[src/rtl/decode_pipe.sv]
// decode_pipe: RV32I/M/Zicsr decode stage with registered output bundle and 1-entry skid buffer
module decode_pipe #(
   parameter int XLEN   = 32,
   parameter bit EN_M   = 1'b1,
   parameter bit EN_CSR = 1'b1
) (
   input  logic            clk,
   input  logic            reset,
   input  logic            flush,
   input  logic            if_valid,
   output logic            if_ready,
   input  logic [31:0]     instruction,
   input  logic [XLEN-1:0] pc,
   output logic            id_valid,
   input  logic            ex_ready,
   output logic [XLEN-1:0] pc_out,
   output logic [4:0]      rs1_addr,
   output logic [4:0]      rs2_addr,
   output logic [4:0]      rd_addr,
   output logic [XLEN-1:0] imm,
   output logic [3:0]      alu_control,
   output logic [2:0]      mdu_control,
   output logic [2:0]      csr_control,
   output logic [11:0]     csr_addr,
   output logic            reg_write,
   output logic            mem_write,
   output logic            mem_read,
   output logic            branch,
   output logic            jump,
   output logic            use_imm,
   output logic            illegal
);
   localparam logic [3:0] ALU_ADD   = 4'd0;
   localparam logic [3:0] ALU_SUB   = 4'd1;
   localparam logic [3:0] ALU_SLL   = 4'd2;
   localparam logic [3:0] ALU_SLT   = 4'd3;
   localparam logic [3:0] ALU_SLTU  = 4'd4;
   localparam logic [3:0] ALU_XOR   = 4'd5;
   localparam logic [3:0] ALU_SRL   = 4'd6;
   localparam logic [3:0] ALU_SRA   = 4'd7;
   localparam logic [3:0] ALU_OR    = 4'd8;
   localparam logic [3:0] ALU_AND   = 4'd9;
   localparam logic [3:0] ALU_PASSB = 4'd10;

   typedef struct packed {
      logic [XLEN-1:0] pc;
      logic [4:0]      rs1;
      logic [4:0]      rs2;
      logic [4:0]      rd;
      logic [XLEN-1:0] imm;
      logic [3:0]      alu;
      logic [2:0]      mdu;
      logic [2:0]      csr;
      logic [11:0]     csr_addr;
      logic            reg_write;
      logic            mem_write;
      logic            mem_read;
      logic            branch;
      logic            jump;
      logic            use_imm;
      logic            illegal;
   } bundle_t;

   logic [6:0]      opcode, f7;
   logic [2:0]      f3;
   logic [XLEN-1:0] imm_i, imm_s, imm_b, imm_u, imm_j;
   logic [3:0]      alu_f3;
   logic            bad;
   bundle_t         dec, ob, sb;
   logic            skid_valid, accept, adv, id_nxt, skid_nxt, out_load, skid_load;

   assign opcode = instruction[6:0];
   assign f3     = instruction[14:12];
   assign f7     = instruction[31:25];
   assign imm_i  = XLEN'($signed(instruction[31:20]));
   assign imm_s  = XLEN'($signed({instruction[31:25], instruction[11:7]}));
   assign imm_b  = XLEN'($signed({instruction[31], instruction[7], instruction[30:25], instruction[11:8], 1'b0}));
   assign imm_u  = XLEN'($signed({instruction[31:12], 12'b0}));
   assign imm_j  = XLEN'($signed({instruction[31], instruction[19:12], instruction[20], instruction[30:21], 1'b0}));

   // funct3 to ALU op for the register/immediate arithmetic groups (SRL base, SRA picked by funct7)
   always_comb begin
      case (f3)
         3'b000:  alu_f3 = ALU_ADD;
         3'b001:  alu_f3 = ALU_SLL;
         3'b010:  alu_f3 = ALU_SLT;
         3'b011:  alu_f3 = ALU_SLTU;
         3'b100:  alu_f3 = ALU_XOR;
         3'b101:  alu_f3 = ALU_SRL;
         3'b110:  alu_f3 = ALU_OR;
         default: alu_f3 = ALU_AND;
      endcase
   end

   // decode the incoming beat; illegal encodings keep fields but lose all side-effect flags
   always_comb begin
      dec     = '0;
      bad     = 1'b0;
      dec.pc  = pc;
      dec.rs1 = instruction[19:15];
      dec.rs2 = instruction[24:20];
      case (opcode)
         7'b0110111: begin
            dec.imm = imm_u; dec.alu = ALU_PASSB; dec.use_imm = 1'b1; dec.reg_write = 1'b1;
         end
         7'b0010111: begin
            dec.imm = imm_u; dec.use_imm = 1'b1; dec.reg_write = 1'b1;
         end
         7'b1101111: begin
            dec.imm = imm_j; dec.use_imm = 1'b1; dec.reg_write = 1'b1; dec.jump = 1'b1;
         end
         7'b1100111: begin
            dec.imm = imm_i; dec.use_imm = 1'b1; dec.reg_write = 1'b1; dec.jump = 1'b1;
         end
         7'b1100011: begin
            dec.imm = imm_b; dec.branch = 1'b1; bad = f3[2:1] == 2'b01;
         end
         7'b0000011: begin
            dec.imm = imm_i; dec.use_imm = 1'b1; dec.reg_write = 1'b1; dec.mem_read = 1'b1;
            bad = f3 == 3'b011 || f3[2:1] == 2'b11;
         end
         7'b0100011: begin
            dec.imm = imm_s; dec.use_imm = 1'b1; dec.mem_write = 1'b1;
            bad = f3[2] || f3 == 3'b011;
         end
         7'b0010011: begin
            dec.imm = imm_i; dec.use_imm = 1'b1; dec.reg_write = 1'b1;
            dec.alu = (f3 == 3'b101 && f7[5]) ? ALU_SRA : alu_f3;
            bad = (f3 == 3'b001 && f7 != 7'b0) || (f3 == 3'b101 && (f7 & 7'b1011111) != 7'b0);
         end
         7'b0110011: begin
            dec.reg_write = 1'b1;
            case (f7)
               7'b0000000: dec.alu = alu_f3;
               7'b0100000: begin
                  dec.alu = f3 == 3'b101 ? ALU_SRA : ALU_SUB;
                  bad = f3 != 3'b000 && f3 != 3'b101;
               end
               7'b0000001: begin
                  dec.mdu = f3; bad = !EN_M;
               end
               default: bad = 1'b1;
            endcase
         end
         7'b0001111: ;
         7'b1110011: begin
            if (f3 != 3'b000) begin
               dec.csr = f3; dec.csr_addr = instruction[31:20]; dec.reg_write = 1'b1;
               dec.use_imm = f3[2]; dec.imm = f3[2] ? XLEN'(instruction[19:15]) : '0;
               bad = !EN_CSR;
            end
         end
         default: bad = 1'b1;
      endcase
      if (bad) begin
         dec.illegal   = 1'b1;
         dec.reg_write = 1'b0;
         dec.mem_write = 1'b0;
         dec.mem_read  = 1'b0;
         dec.branch    = 1'b0;
         dec.jump      = 1'b0;
         dec.mdu       = 3'd0;
         dec.csr       = 3'd0;
         dec.csr_addr  = 12'd0;
      end
      dec.rd = dec.reg_write ? instruction[11:7] : 5'd0;
   end

   assign accept    = if_valid && if_ready && !flush;
   assign adv       = !id_valid || ex_ready;
   assign id_nxt    = !flush && (!adv || skid_valid || accept);
   assign skid_nxt  = !flush && (accept ? (skid_valid || !adv) : (skid_valid && !adv));
   assign out_load  = !flush && adv && (skid_valid || accept);
   assign skid_load = accept && (skid_valid || !adv);

   // output register and skid buffer; if_ready is simply "skid will be empty"
   always_ff @(posedge clk) begin
      if (!reset) begin
         id_valid   <= 1'b0;
         skid_valid <= 1'b0;
         if_ready   <= 1'b0;
         ob         <= '0;
         sb         <= '0;
      end else begin
         id_valid   <= id_nxt;
         skid_valid <= skid_nxt;
         if_ready   <= !skid_nxt;
         if (out_load) ob <= skid_valid ? sb : dec;
         if (skid_load) sb <= dec;
      end
   end

   assign pc_out      = ob.pc;
   assign rs1_addr    = ob.rs1;
   assign rs2_addr    = ob.rs2;
   assign rd_addr     = ob.rd;
   assign imm         = ob.imm;
   assign alu_control = ob.alu;
   assign mdu_control = ob.mdu;
   assign csr_control = ob.csr;
   assign csr_addr    = ob.csr_addr;
   assign reg_write   = ob.reg_write;
   assign mem_write   = ob.mem_write;
   assign mem_read    = ob.mem_read;
   assign branch      = ob.branch;
   assign jump        = ob.jump;
   assign use_imm     = ob.use_imm;
   assign illegal     = ob.illegal;
endmodule

[config.mk]
export PLATFORM = sky130hd
export DESIGN_NAME = decode_pipe
export DESIGN_NICKNAME = d
export VERILOG_FILES = /design/src/rtl/decode_pipe.sv
export SDC_FILE = /design/constraint.sdc
export NUM_CORES = 1
export LEC_CHECK = 0
export BUFFER_PORTS_ARGS = -buffer_cell sky130_fd_sc_hd__buf_2
export CAP_MARGIN = 0
export CORE_MARGIN = 2
export CORE_UTILIZATION = 45
export DETAILED_ROUTE_END_ITERATION = 7
export PLACE_DENSITY = 0.69
export SYNTH_ARGS = -nofsm -noshare
export SYNTH_HDL_FRONTEND = slang
export SYNTH_SLANG_ARGS = --single-unit
[constraint.sdc]
create_clock -name clk -period 2.15 [get_ports clk]
set_clock_uncertainty 0.1 [all_clocks]
set_input_delay 0.215 -clock clk [delete_from_list [all_inputs] [get_ports clk]]
set_output_delay 0.215 -clock clk [all_outputs]
set_load 0.03 [all_outputs]
==> summary.txt <==
Outcome: finished clean
Critical Path End Type: flip-flop
Routed WL per cell: 17.1 um
Hold WC Path Type: primary input to flip-flop
Root Buffer Master: clkbuf_16
CP max stage cell: dlygate4sd3_1
Setup repair bufs after CTS: 0
RSZ-0062 raised after global routing: no
Largest net degree at the start of global routing: 86
Ports: 179
Antenna viol nets, final: 0
Post-synth EDFFs: 0
Crit path launch type: primary input
Async SR Flop Fraction: 0
Fraction of layout cells with a size suffix above 1: 0.212
Via density: 5.58
Initial antenna violation count: 0
LEAKAGE: 5.45 nW
Final cell count without fillers: 1628
Main synth FF type: dfxtp_1
Peak VDD IR: 0.573 mV
Antenna fix cells: 0
Initial DRC count: 712
TritonCTS clock tree: yes
Layout Nets: 1407
Routability Congestion: 0.878
Highest routed layer: met4
Slew HR: 0.643
Clock slew seen by the registers of the worst setup and hold paths: 0.07 ns
Site Rows: 53
Max incr delay on CP: 0.55 ns
Die ar.: 22700 um2
Slew Viols, Final: 0
Max Cap Viol: 0
Mapped cell area: 9680 um2
Fin util: 0.589
Htree depth: 1
Worst Tran Pin Value: 0.528 ns
Clk sinks: 219
Core box area: 21100 um2
CTS max path bufs: 3
Final critical-path share of the clock period: 0.970
Register area share after synthesis: 0.453
Crit path required time: 2.51 ns
CP Class: primary input to flip-flop
Final Hold Vio Count: 0
Clock Latency Late Sink: 0.53 ns
PnR worst setup slack: 0.0636 ns
First-pass GRT wire length: 44.1 mm
Tot GR Track Use: 0.240
Yosys warnings: 0
Number of remaining DRC errors: 0
PwrDens: 738 nW/um2
WP data arrival: 2.45 ns
Routed wl met3: 2.32 mm
Critical path cell sequence: dlygate4sd3_1, buf_2, xor2_1, o31a_1, or3_4, a211oi_4, and4b_1, buf_4, a32o_1
Post-Syn Instances: 1130
Post-place setup slack: -0.260 ns
HPWL Detailed: 17.4 mm
Die height: 151 um
Final wirelength: 27.8 mm
Fmax: 0.479 GHz
Fillers: 1861
Die width: 151 um
Via count: 9087
Gr ovfl total: 0
Synth unique cells: 55
TritonCTS Buffers: 25
Initial core utilization: 0.459
Synthesized flop and latch total: 219
I/O Buffers: 178
Worst path bufs/invs: 3
Final setup fails: 0
Synthesized Nets: 1199
Drt pass-1 iters: 5
Tmin final: 2.09 ns
Critical path peak fanout: 9
Syn-to-layout area delta: 28.4%
Top delay family on crit path: buffers and inverters
Mapped Avg Cell Area: 8.56 um2
Dpl cells: 1535
Wire length on met2: 12.5 mm
Wl on met1: 12.4 mm
Vias in the first global route: 8303
## power by group
part,leakage (nW),switching [mW],total (mW),internal [mW]
registers,1.77,0.0395,4.18,4.14
logic,3.29,0.536,0.876,0.340
clock network,0.391,1.69,4.13,2.44
total,5.45,2.27,9.18,6.91
## cell families after synthesis
logic type	count (synthesis)	synth area share
muxes	43	0.0445
buffers and inverters	113	0.0446
and+or+nand+nor	413	0.203
DFF	219	0.453
xor gates and xnor gates	1	0.000905
AOI/OAI and AO/OA	341	0.254
## layout make-up
type	count	area [um2]	area share
multi-input combinational	798	4890	0.393
sequential	219	4390	0.353
timing repair buffer	290	2000	0.161
clock buffer	36	717	0.0577
tap	275	344	0.0277
clock inverter	6	73.8	0.00594
inverter	4	15.0	0.00121
## flip-flops by register name, indices dropped and copies added, names as in the netlist
| name | count |
|---|---|
| imm | 32 |
| sb | 108 |
| rs2_addr | 5 |
| mem_write | 1 |
| id_valid | 1 |
| alu_control | 4 |
| csr_control | 3 |
| mdu_control | 3 |
| illegal | 1 |
| branch | 1 |
| reg_write | 1 |
| jump | 1 |
| csr_addr | 12 |
| pc_out | 32 |
| skid_valid | 1 |
| rd_addr | 5 |
| mem_read | 1 |
| rs1_addr | 5 |
| use_imm | 1 |
| if_ready | 1 |
## layout by cell type (no fill, tap or decap), drive strengths merged, types with 7 or more instances in the layout
cell type / instances
a21boi: 67
a211oi: 23
o21ai: 71
nand3b: 10
nand2b: 22
dfxtp: 219
nand2: 195
a221oi: 14
a22o: 7
clkbuf: 36
and3: 14
dlygate4sd3: 51
nand3: 65
nor3b: 14
mux2i: 43
buf: 239
and2: 17
nor2: 44
a21oi: 59
o211a: 58
## worst paths after layout
check                        from                     end  slack [ns]  cells after the start
max               instruction[12]      sb[4]$_SDFFE_PN0P_        0.06                      9
min                         reset  reg_write$_SDFFE_PN0P_        0.02                      3
max reg2reg   id_valid$_SDFF_PN0_     sb[19]$_SDFFE_PN0P_        0.14                      7
min reg2reg  imm[11]$_SDFFE_PN0P_    imm[11]$_SDFFE_PN0P_        0.35                      2
## metal layers
layer,global-route usage,up-vias
li1,-,4454
met1,0.331,4301
met2,0.380,290
met3,0.0573,42
met4,0.0626,0
met5,0,-
## per-stage QoR
stage | hold slack, ns | total power, mW | cell area (um2) | TNS, ns
floorplan | 0.191 | 4.72 | 9680 | -0.813
global placement | 0.342 | 5.05 | 11100 | -2.95
detailed placement | 0.343 | 5.06 | 11100 | -3.49
CTS | 0.00470 | 9.25 | 12400 | 0
global route | 0.0228 | 9.49 | 12400 | 0
finish | 0.0180 | 9.18 | 12400 | 0
## synth_stat cells (22+ instances only)
library cell	n	share of area
a211oi_1	22	0.017
a21boi_0	67	0.052
a21oi_1	59	0.031
clkbuf_1	98	0.038
dfxtp_1	219	0.45
mux2i_1	43	0.044
nand2_1	195	0.076
nand2b_1	22	0.014
nand3_1	65	0.034
nor2_1	44	0.017
o211a_1	58	0.060
o21ai_0	71	0.037
## repair_timing
item / 4_1_cts / 5_1_grt
resized for setup: 0 / 5
hold buffers: 51 / 0
endpoints found under the hold margin: 98 / 0
setup endpoints to repair: 0 / 19
## worst register-to-register path: cells and delay by family, from the launching register on
kind | cells | cell delay, ns
AND/OR/NAND/NOR | 5 | 1.15
flip-flops | 1 | 0.34
buffers and inverters | 1 | 0.23
AO/OA/AOI/OAI | 1 | 0.08
(Power assumes the default switching activity.)
